File: config.mk
export PLATFORM = sky130hd
export DESIGN_NAME = spike_row_encoder
export DESIGN_NICKNAME = d
export VERILOG_FILES = /design/src/rtl/spike_pkg.sv /design/src/rtl/spike_skew_line.sv /design/src/rtl/spike_row_encoder.sv
export SDC_FILE = /design/constraint.sdc
export NUM_CORES = 1
export LEC_CHECK = 0
export ABC_AREA = 1
export BUFFER_PORTS_ARGS = -buffer_cell sky130_fd_sc_hd__buf_4
export CORE_MARGIN = 4
export CORE_UTILIZATION = 45
export DETAILED_ROUTE_END_ITERATION = 6
export PLACE_DENSITY = 0.76
export RECOVER_POWER = 25
export SLEW_MARGIN = 20
export SYNTH_ARGS = -nofsm -noshare
export SYNTH_HDL_FRONTEND = slang
export SYNTH_SLANG_ARGS = --single-unit
export TNS_END_PERCENT = 20
File: constraint.sdc
create_clock -name clk -period 2.4 [get_ports clk]
set_input_delay 0.12 -clock clk [delete_from_list [all_inputs] [get_ports clk]]
set_output_delay 0.12 -clock clk [all_outputs]
set_load 0.01 [all_outputs]
File: src/rtl/spike_pkg.sv
// Shared types and width helpers for the spike row encoder.
package spike_pkg;

    typedef enum logic [1:0] {
        IDLE  = 2'd0,
        RUN   = 2'd1,
        DRAIN = 2'd2
    } state_t;

    function automatic int clog2(input int n);
        int r;
        int v;
        r = 0;
        v = n - 1;
        while (v > 0) begin
            r++;
            v = v >> 1;
        end
        return r;
    endfunction

    function automatic int cnt_width(input int n);
        return (clog2(n) < 1) ? 1 : clog2(n);
    endfunction

    function automatic int acc_width(input int dw);
        return dw + 1;
    endfunction

endpackage

File: src/rtl/spike_skew_line.sv
// Delays a {valid, spike} pair by DEPTH clock cycles; DEPTH = 0 passes through.
module spike_skew_line #(
    parameter int DEPTH = 0
) (
    input  logic clk,
    input  logic rstn,
    input  logic valid,
    input  logic spike,
    output logic valid_dly,
    output logic spike_dly
);
    localparam int SZ = (DEPTH == 0) ? 1 : DEPTH;

    logic [1:0] sr [SZ];

    always_ff @(posedge clk or negedge rstn) begin
        if (!rstn) begin
            for (int j = 0; j < SZ; j++) sr[j] <= '0;
        end else begin
            sr[0] <= {valid, spike};
            for (int j = 1; j < SZ; j++) sr[j] <= sr[j-1];
        end
    end

    assign {valid_dly, spike_dly} = (DEPTH == 0) ? {valid, spike} : sr[SZ-1];

endmodule

File: src/rtl/spike_row_encoder.sv
// Integrate-and-fire encoder: one activation vector per frame in,
// NUM_STEPS skewed spike timesteps per PE row out.
module spike_row_encoder
    import spike_pkg::*;
#(
    parameter int DATA_WIDTH = 16,
    parameter int NUM_ROWS   = 4,
    parameter int NUM_STEPS  = 16,
    parameter int THRESHOLD  = 256
) (
    input  logic                           clk,
    input  logic                           rstn,
    input  logic                           in_valid,
    output logic                           in_ready,
    input  logic [NUM_ROWS*DATA_WIDTH-1:0] in_act,
    output logic [NUM_ROWS-1:0]            out_row,
    output logic [NUM_ROWS-1:0]            out_valid,
    output logic                           frame_done
);
    localparam int SW  = cnt_width(NUM_STEPS);
    localparam int DCW = cnt_width(NUM_ROWS);
    localparam int AW  = acc_width(DATA_WIDTH);

    localparam logic [SW-1:0]         LAST_STEP  = SW'(NUM_STEPS - 1);
    localparam logic [DCW-1:0]        LAST_DRAIN = DCW'(NUM_ROWS - 1);
    localparam logic [DATA_WIDTH-1:0] TH         = DATA_WIDTH'(THRESHOLD);
    localparam logic [AW-1:0]         TH_ACC     = AW'(THRESHOLD);

    state_t         state, state_n;
    logic [SW-1:0]  step, step_n;
    logic [DCW-1:0] dcnt, dcnt_n;
    logic           accept;
    logic           running;

    assign in_ready = (state == IDLE);
    assign accept   = in_valid && in_ready;
    assign running  = (state == RUN);

    always_comb begin
        state_n = state;
        step_n  = step;
        dcnt_n  = dcnt;
        unique case (state)
            IDLE: begin
                if (in_valid) begin
                    state_n = RUN;
                    step_n  = '0;
                end
            end
            RUN: begin
                step_n = step + 1'b1;
                if (step == LAST_STEP) begin
                    state_n = DRAIN;
                    step_n  = '0;
                    dcnt_n  = '0;
                end
            end
            DRAIN: begin
                dcnt_n = dcnt + 1'b1;
                if (dcnt == LAST_DRAIN) begin
                    state_n = IDLE;
                    dcnt_n  = '0;
                end
            end
            default: state_n = IDLE;
        endcase
    end

    // frame_done is registered: it lands on the final DRAIN cycle.
    always_ff @(posedge clk or negedge rstn) begin
        if (!rstn) begin
            state      <= IDLE;
            step       <= '0;
            dcnt       <= '0;
            frame_done <= 1'b0;
        end else begin
            state      <= state_n;
            step       <= step_n;
            dcnt       <= dcnt_n;
            frame_done <= (state_n == DRAIN) && (dcnt_n == LAST_DRAIN);
        end
    end

    for (genvar i = 0; i < NUM_ROWS; i++) begin : g_row
        logic [DATA_WIDTH-1:0] lane;
        logic [DATA_WIDTH-1:0] act_q;
        logic [AW-1:0]         acc_q;
        logic [AW-1:0]         acc_new;
        logic                  fire;
        logic                  spike_q;
        logic                  valid_q;

        assign lane    = in_act[i*DATA_WIDTH +: DATA_WIDTH];
        assign acc_new = acc_q + {1'b0, act_q};
        assign fire    = (acc_new >= TH_ACC);

        // Clipping keeps acc below 2*THRESHOLD, so AW bits never overflow.
        always_ff @(posedge clk or negedge rstn) begin
            if (!rstn) begin
                act_q   <= '0;
                acc_q   <= '0;
                spike_q <= 1'b0;
                valid_q <= 1'b0;
            end else begin
                if (accept) begin
                    act_q <= (lane >= TH) ? TH : lane;
                    acc_q <= '0;
                end else if (running) begin
                    acc_q <= fire ? (acc_new - TH_ACC) : acc_new;
                end
                spike_q <= running && fire;
                valid_q <= running;
            end
        end

        spike_skew_line #(
            .DEPTH(i)
        ) u_skew (
            .clk      (clk),
            .rstn     (rstn),
            .valid    (valid_q),
            .spike    (spike_q),
            .valid_dly(out_valid[i]),
            .spike_dly(out_row[i])
        );
    end

endmodule

=== Yosys cells after proc, flatten, opt, wreduce, memory -nomap -nowiden ===
Cells that the tools add are included.

* Register bits after elaboration: 158
* Output and inout bits: 10

* Add/subtract/negate cells: 10
* Magnitude comparators: 8
* Equal/unequal tests: 7
* Mux-type cells: 26
* Reductions and logical operators: 10

{| class="wikitable"
|+ Operators by type and width
! kind !! count
|-
| $mux W17 || 12
|-
| $add A17 B16 Y17 || 4
|-
| $ge A17 B9 Y1 const B || 4
|-
| $sub A17 B9 Y17 const B || 4
|-
| $ge A16 B9 Y1 const B || 4
|-
| $mux W16 || 4
|-
| $mux W2 || 5
|-
| $eq A2 B2 Y1 const B || 4
|-
| $mux W4 || 2
|-
| $pmux W4 S2 || 1
|-
| $logic_and A1 B1 Y1 || 6
|-
| $pmux W2 S3 || 1
|-
| $add A4 B1 Y4 const B || 1
|-
| $eq A4 B4 Y1 const B || 1
|-
| $pmux W2 S2 || 1
|-
| $reduce_bool A2 Y1 || 2
|-
| $add A2 B1 Y2 const B || 1
|-
| $eq A2 B1 Y1 const B || 1
|-
| $logic_not A2 Y1 || 1
|-
| $ne A2 B2 Y1 const B || 1
|-
| $reduce_and A2 Y1 || 1
|}

=== Logic depth before layout (Yosys ltp) ===
Gate-level depths: netlist (run 1).

* Word-level depth: 5
* Depth in mapped cells: 24
* Mapped depth without buffers: 24

=== Cells and area by module ===
Synthesis (run 1) repeated with hierarchy kept, for this count alone.

* Cell total of the unflattened synthesis: 1694
* Area total of the unflattened synthesis: 11433.5 µm²

{| class="wikitable"
|+ By module, submodules not included
! module !! times used !! cells each !! area an instance (µm²) !! seq. area each (µm²)
|-
| spike_row_encoder || 1 || 1680 || 11118.2 || 3653.5
|-
| spike_skew_line at g_row[3].u_skew || 1 || 6 || 150.1 || 150.1
|-
| spike_skew_line at g_row[2].u_skew || 1 || 4 || 100.1 || 100.1
|-
| spike_skew_line at g_row[1].u_skew || 1 || 2 || 50.0 || 50.0
|-
| spike_skew_line at g_row[0].u_skew || 1 || 2 || 15.0 || 0.0
|}

=== Least setup slack after synthesis (run 1) ===
Ideal clock, no wire load.

* Path kind: flip-flop to flip-flop
* Start point: reg g_row[1].act_q[0]
* End point: reg g_row[1].acc_q[14]
* Library setup time: 0.066 ns
* Data arrival time: 2.511 ns
* Path slack: -0.176 ns
* Cell stages (with the launch flop): 24
* Buffers on the path: 0
* Period minus slack after synthesis: 2.576 ns
* Cells stage by stage: dfrtp_1 ha_1 inv_1 fa_1 inv_1 nand3_1 nand2_2 nand2_1 nand3b_1 nand2_2 inv_1 ha_1 nand3_1 nor2_1 nand3_1 nor2_1 nand2_1 nor2_1 nand2_1 nor2_1 nand2_2 nand2_4 nand4_1 nand2_1

* Cells in the longest elaborated chain, start to end: 5
* Elaborated cells between the ends (all ways): 6

{| class="wikitable"
|+ RTL lines
! item !! RTL line !! source
|-
| start: declaration || spike_row_encoder.sv:86 || <nowiki>logic [DATA_WIDTH-1:0] act_q;</nowiki>
|-
| start signal: assignment || spike_row_encoder.sv:106 || <nowiki>act_q <= (lane >= TH) ? TH : lane;</nowiki>
|-
| $add A17 B16 Y17 * || spike_row_encoder.sv:94 || <nowiki>assign acc_new = acc_q + {1'b0, act_q};</nowiki>
|-
| $sub A17 B9 Y17 or $ge A17 B9 Y1 (tied branches) || spike_row_encoder.sv:109, spike_row_encoder.sv:95 ||
|-
| $mux W17 * || spike_row_encoder.sv:109 || <nowiki>acc_q <= fire ? (acc_new - TH_ACC) : acc_new;</nowiki>
|-
| $mux W17 * || spike_row_encoder.sv:108 || <nowiki>end else if (running) begin</nowiki>
|-
| $mux W17 * || spike_row_encoder.sv:105 || <nowiki>if (accept) begin</nowiki>
|-
| end signal: assignment || spike_row_encoder.sv:109 ||
|-
| end: declaration || spike_row_encoder.sv:87 || <nowiki>logic [AW-1:0] acc_q;</nowiki>
|}

Mark *: on every way between the ends. The rest lies on a longest branch, timed or not. The select of a mux whose other input is x is not followed.
A chain may end at the register's enable or synchronous reset.

=== Final worst setup path (run 1) ===
* Start point: reg g_row[2].act_q[0]
* End point: reg g_row[2].acc_q[10]

* Cells in the longest elaborated chain, start to end: 5
* Elaborated cells between the ends (all ways): 6

{| class="wikitable"
|+ RTL lines
! item !! RTL line
|-
| start: declaration || spike_row_encoder.sv:86
|-
| start signal: assignment || spike_row_encoder.sv:106
|-
| $add A17 B16 Y17 * || spike_row_encoder.sv:94
|-
| $sub A17 B9 Y17 or $ge A17 B9 Y1 (tied branches) || spike_row_encoder.sv:109, spike_row_encoder.sv:95
|-
| $mux W17 * || spike_row_encoder.sv:109
|-
| $mux W17 * || spike_row_encoder.sv:108
|-
| $mux W17 * || spike_row_encoder.sv:105
|-
| end signal: assignment || spike_row_encoder.sv:109
|-
| end: declaration || spike_row_encoder.sv:87
|}

Marked as above.

==> impl_metrics.yaml, run 1 <==
status:
  status: "finished, violations left"
  violations: "setup timing"
routing:
  wl_per_cell_microns: 13.86
  route.detailed.drc: 0
  dr.pass1.iters: 6
  vias_per_cell: 5.067
  totalWireLength_mm: 32.89
  antenna_left: 0
  dr.first_iter.drc_count: 860
  vias: 12019
pwr:
  p_per_area_nw_per_um2: 704.3
  p_total_w: 0.01069
  p_leak_nw: 8.647
  irDropWorstVdd_v: 0.0005136
floorplan:
  die_w_microns: 168.4
  initial_core_util_pct: 45.85
  die_h_microns: 168.4
  die_area_sq_um: 28360
  rows: 58
  coreArea_sq_um: 25250
  io_pins: 77
yosys:
  synth_cell_types: 38
  synth-edff-count: 0
  synth_seq_cells: 155
  synth_top_area_cell: "dfrtp_1"
  synth_area_sq_um: 11580
  ys_warn_count: 0
  async_flop_share_pct: 100.0
  synth.top_cell.area_share_pct: 33.50
  synthCells: 1738
  synth_area_per_cell_sq_um: 6.662
  syn_nets: 1887
  ys_top_cells_by_area: "dfrtp_1, nand2_1, inv_1"
  ys_seq_area_share_pct: 33.50
  dominantRegCellSynth: "dfrtp_1"
min_path:
  hold_path.class: "input pin to flop"
clock_network:
  clk_latency_ns: 0.44
  root_buffer: "clkbuf_16"
  cts.sinks: 155
  cts_max_level: 4
  cts_buffers: 17
  clk_pin_slew_ns: 0.06
  clk_path_buf_depth: 2
  cts_tree: "yes"
sta:
  hold_viol: 0
  setup_viol: 40
  finalWorstSetupSlack_ns: -0.3585
  whs_ns: 0.05362
  timing.slew.headroom_pct: 10.10
  max_clock_freq_mhz: 362.5
  timing.final.crit_share_pct: 114.9
  tns_ns: -11.20
  report.final.slew_viol_count: 0
  min_period_ns: 2.759
  worst_slew_pin_slew_ns: 1.349
  rsz0062_at_grt: "yes"
  fin_skew_ns: 0.01130
grt:
  grt_usage_pct: 23.37
  grt_start_max_net_pins: 67
  grt_pass1_vias: 12109
  antenna_found_initial: 0
  grt-ovfl-total: 0
  grt_pass1_wl_mm: 55.65
critical_path:
  cpMostUsedCell: "nand2_2"
  crit_type: "flop to flop"
  critical-path-top-delay-family: "simple AND/OR/NAND/NOR gates"
  worst_setup_path_start_kind: "flop"
  path_buf_inv: 3
  cp_slowest_cell: "dfrtp_1"
  path_max_fanout: 5
  worstPathCellList: "ha_2 -> inv_2 -> fa_2 -> inv_2 -> nand3_2 -> nand2_2 -> nand2_2 -> nand3b_1 -> nand2_2 -> inv_2 -> ha_4 -> and3_4 -> nand3_2 -> nor2_2 -> nand2_1 -> nor2_2 -> nand2_1 -> nor2_2 -> nand2_2 -> nand2_4 -> nand4_1 -> nand2_1"
  ff2ff_setup_slack_ns: -0.36
  endpoint_kind: "flop"
  max_stage_delay_ns: 0.35
  cp.required_ns: 2.77
  crit_arrival_ns: 3.13
placement:
  dpl.hpwl_mm: 23.55
  portBuffers: 76
  gp_congestion: 0.9154
  place_inst: 2284
final_layout:
  multi_input_area_sq_um: 6837
  final_util_pct: 60.08
  syn2layout_area_growth_pct: 31.05
  layout.nets: 2178
  insertedDiodeCount: 0
  register_area_sq_um: 3879
  drive_above_1_share_pct: 22.14
  final_cells: 2372
  nFillCells: 2200
job:
  cap_violations: 0
[cell type report]
type / count / share of cell area [%]
timing repair buffer: 299 / 15.44
clock buffer: 18 / 2.894
clock inverter: 14 / 1.031
tap: 330 / 2.721
sequential: 155 / 25.56
inverter: 295 / 7.298
multi-input combinational: 1261 / 45.06
[synthesized netlist by cell type, drive strengths merged (7+ instances only)]
cell type and instances:
ha 78, xor2 7, nor3 10, nor2 125, clkbuf 16, buf 14
nand3 148, a21oi 44, nor4 8, o22ai 9, nand4 35, nand3b 15
nand2 681, a22o 7, inv 294, dfrtp 155, and2 12, o21ai 57
[cells by family (layout without fill, tap and decap cells)]
kind of cell	count (synthesis)	count (layout)	share of synthesized area, %
AOI/OAI and AO/OA	128	128	6.235
xor gates and xnor gates	10	10	0.7565
DFF	155	155	33.50
adders and majority gates	82	82	9.120
and+or+nand+nor	1038	1041	39.47
buffers and inverters	325	626	10.91
[power by group]
part	switching (W)	internal, W	total, W	leakage (nW)
logic	0.00296	0.00174	0.00470	6.25
clock network	0.00124	0.00158	0.00283	0.293
registers	0.000207	0.00295	0.00315	2.10
[tightest hold or removal path, cell delays in order]
cell,delay (ns)
buf_4,0.09
nor2_1,0.05
inv_1,0.06
nand3_1,0.07
nand2_1,0.06
[repair_timing]
action                                  in CTS  in global routing
pin swaps                                   40                 26
hold endpoints to repair                    77                  0
buffers inserted                            14                  6
gates resized for setup                     42                 28
cloned                                       3                  0
endpoints found under the setup margin      40                 40
hold buffers                                33                  0
[placed cells by master, fill, tap and decap left out, types with 7 or more instances in the layout]
| cell | instances |
|---|---|
| nor2_2 | 22 |
| inv_2 | 13 |
| inv_6 | 7 |
| nor2_1 | 91 |
| dlygate4sd3_1 | 33 |
| a22o_1 | 7 |
| inv_1 | 281 |
| and2_1 | 10 |
| xor2_1 | 7 |
| nand2_4 | 8 |
| nand4_1 | 35 |
| o21ai_0 | 57 |
| ha_1 | 58 |
| nand2_2 | 48 |
| dfrtp_1 | 155 |
| clkbuf_16 | 17 |
| a21oi_2 | 7 |
| o22ai_1 | 9 |
| nor3_1 | 8 |
| nand3b_1 | 15 |
| ha_4 | 16 |
| nand2_1 | 628 |
| buf_4 | 261 |
| nand3_1 | 131 |
| a21oi_1 | 37 |
| nor4_1 | 8 |
| nand3_2 | 17 |
| nor2_4 | 12 |
[sequential cells by signal, indices dropped and copies added (netlist names), 2 cells and up]
signal	flops
dcnt	2
g_row.u_skew.valid_dly	2
g_row.spike_q	4
g_row.acc_q	68
g_row.u_skew.sr	5
g_row.act_q	64
step	4
state	2
g_row.u_skew.spike_dly	2
[path summary, 6_finish.rpt]
check                                       from               endpoint  cells after the start
setup / recovery               g_row[2].act_q[0]     g_row[2].acc_q[10]                     22
min in group asynchronous                   rstn      g_row[1].acc_q[6]                      2
setup reg to reg               g_row[2].act_q[0]     g_row[2].acc_q[10]                     22
hold / removal                          in_valid                step[1]                      5
hold reg to reg            g_row[3].u_skew.sr[4]  g_row[3].u_skew.sr[2]                      0
max in group asynchronous                   rstn     g_row[3].acc_q[16]                      3
[through the flow]
step | setup WS, ns | instance area, sq um
detailed placement | -0.5386 | 13760
finish | -0.3585 | 15170
global route | -0.5686 | 15170
CTS | -0.3760 | 14970
global placement | -0.4804 | 13760
floorplan | -0.07056 | 11610
[metal layers]
metal  vias up  GRT usage, %  wire (microns)
met5         -             0               0
met3        61         2.630            1334
met1      5618         29.73           14590
met2       304         41.84           16290
li1       6036             -               -
met4         0         6.845             669
Note: power is estimated with default switching activity, not from simulation.
==> inputs of run 2 (changes only) <==
--- a/config.mk
+++ b/config.mk
@@ -11,7 +11,8 @@
 export CORE_UTILIZATION = 45
 export DETAILED_ROUTE_END_ITERATION = 6
 export PLACE_DENSITY = 0.76
-export RECOVER_POWER = 25
+export RECOVER_POWER = 100
+export SKIP_LAST_GASP = 1
 export SLEW_MARGIN = 20
 export SYNTH_ARGS = -nofsm -noshare
 export SYNTH_HDL_FRONTEND = slang
==> impl_metrics.yaml, run 2 (synthesis gave the netlist of run 1 again) <==
sta:
  rsz0062_at_grt: "yes"
  report.final.slew_viol_count: 0
  max_clock_freq_mhz: 360.7
  timing.final.crit_share_pct: 115.5
  setup_viol: 87
  min_period_ns: 2.772
  fin_skew_ns: 0.01526
  timing.slew.headroom_pct: 8.753
  worst_slew_pin_slew_ns: 1.369
  hold_viol: 0
  finalWorstSetupSlack_ns: -0.3725
final_layout:
  insertedDiodeCount: 0
  fin_area_sq_um: 15030
  layout_commonest_cell: "nand2_1"
  drive_above_1_share_pct: 21.07
  largest_register_ffs: 68
  layout_common_cells: "nand2_1, inv_1, buf_4"
  layout.nets: 2177
  nFillCells: 2229
  largestRegisters: "g_row.acc_q x68, g_row.act_q x64, g_row.u_skew.sr x5"
  largest-register: "g_row.acc_q"
  syn2layout_area_growth_pct: 29.78
grt:
  grt-ovfl-total: 0
  antenna_found_initial: 0
  grt_pass1_vias: 12088
  grt_usage_pct: 23.33
  grt_start_max_net_pins: 67
  grt_pass1_wl_mm: 55.57
min_path:
  hold_path.class: "input pin to flop"
  hp-start: "in_valid"
critical_path:
  crit_arrival_ns: 3.14
  reg2reg_from: "g_row[0].act_q[8]"
  max_stage_delay_ns: 0.39
  cp_slowest_cell: "dfrtp_1"
  critical-path-top-delay-family: "simple AND/OR/NAND/NOR gates"
  endpoint_kind: "flop"
  crit_type: "flop to flop"
  cp.required_ns: 2.77
  path_buf_inv: 0
  worst_setup_path_start_kind: "flop"
  worstSetupStartpoint: "g_row[0].act_q[8]"
  worstPathCellList: "ha_1 -> nand2_1 -> nor2_1 -> nand3_1 -> nand4_1 -> and2_1 -> ha_1 -> and3_1 -> nand3_1 -> nor2_1 -> nand2_1 -> nor2_1 -> nand2_1 -> nor2_1 -> nand2_2 -> nand2_4 -> nand3_1 -> nand2_1"
  path_max_fanout: 9
floorplan:
  initial_core_util_pct: 45.85
  die_w_microns: 168.4
  rows: 58
  die_area_sq_um: 28360
  coreArea_sq_um: 25250
  io_pins: 77
  die_h_microns: 168.4
job:
  cap_violations: 0
placement:
  dp_slack_ns: -0.5386
  portBuffers: 76
  dpl.hpwl_mm: 23.55
  gp_congestion: 0.9154
  place_area_sq_um: 13760
clock_network:
  clk_pin_slew_ns: 0.07
  cts_tree: "yes"
  cts.sinks: 155
  clk_latency_ns: 0.44
  clk_path_buf_depth: 2
  cts_buffers: 17
  cts_max_level: 4
  root_buffer: "clkbuf_16"
pwr:
  irDropWorstVdd_v: 0.0005126
  p_per_area_nw_per_um2: 701.4
  p_total_w: 0.01054
  p_leak_nw: 8.606
routing:
  wl_per_cell_microns: 13.82
  antenna_left: 0
  dr.first_iter.drc_count: 867
  vias_per_cell: 5.064
  route.detailed.drc: 0
  vias: 12006
  dr.pass1.iters: 5
  totalWireLength_mm: 32.76
status:
  status: "finished, violations left"
  violations: "setup timing"
## run 2: final cells by class
class | instances | area, sq um | share of cell area, %
Multi-Input combinational cell | 1261 | 6756 | 44.96
Sequential cell | 155 | 3879 | 25.81
Timing Repair Buffer | 298 | 2276 | 15.15
Inverter | 295 | 1107 | 7.369
Clock buffer | 18 | 439.2 | 2.923
Tap cell | 330 | 412.9 | 2.748
Clock inverter | 14 | 156.4 | 1.041
## run 2: power by group
part	internal (W)	switching, W
sequential	0.00295	0.000202
clock	0.00158	0.00124
combinational	0.00165	0.00292
## run 2: repair_timing
action                                  in CTS  in global routing
endpoints found under the hold margin       77                  0
setup buffers                               14                  5
endpoints found under the setup margin      40                 40
gates cloned                                 3                  0
resized for setup                           38                 22
hold buffers                                33                  0
pin swaps                                   35                 15
## run 2: worst paths after layout
check                                             end  slack (ns)  depth (start not counted)
worst max-delay path                g_row[0].acc_q[9]       -0.37                         18
worst max register to register      g_row[0].acc_q[9]       -0.37                         18
min in group asynchronous           g_row[1].acc_q[6]        0.50                          2
max in group asynchronous          g_row[3].acc_q[16]        0.36                          3
worst min register to register  g_row[3].u_skew.sr[2]        0.34                          0
worst min-delay path                          step[1]        0.06                          5
## run 2: routing by layer
layer	wire, microns	up-vias	part of all wire (%)	track usage, %
li1	-	6037	-	-
met1	14500	5583	44	29.66
met2	16180	317	49	41.79
met3	1399	69	4.3	2.724
met4	674	0	2.1	6.704
met5	0	-	0	0
## run 2: tightest hold or removal path, cell delays in order
cell and delay (ns):
buf_4 0.09, nor2_1 0.05, inv_1 0.06, nand3_1 0.07, nand2_1 0.06
## run 2: per-stage QoR
| stage | util (%) | hold WS [ns] | TNS, ns | instances |
|---|---|---|---|---|
| finish | 59.50 | 0.05557 | -17.30 | 2371 |
| CTS | 59.20 | 0.04979 | -12.39 | 2366 |
| detailed placement | 54.48 | 0.09244 | -15.23 | 2284 |
| global placement | 54.48 | 0.09142 | -11.77 | 2284 |
| global route | 59.50 | 0.1078 | -39.43 | 2371 |
| floorplan | - | -0.1756 | -2.045 | 1738 |
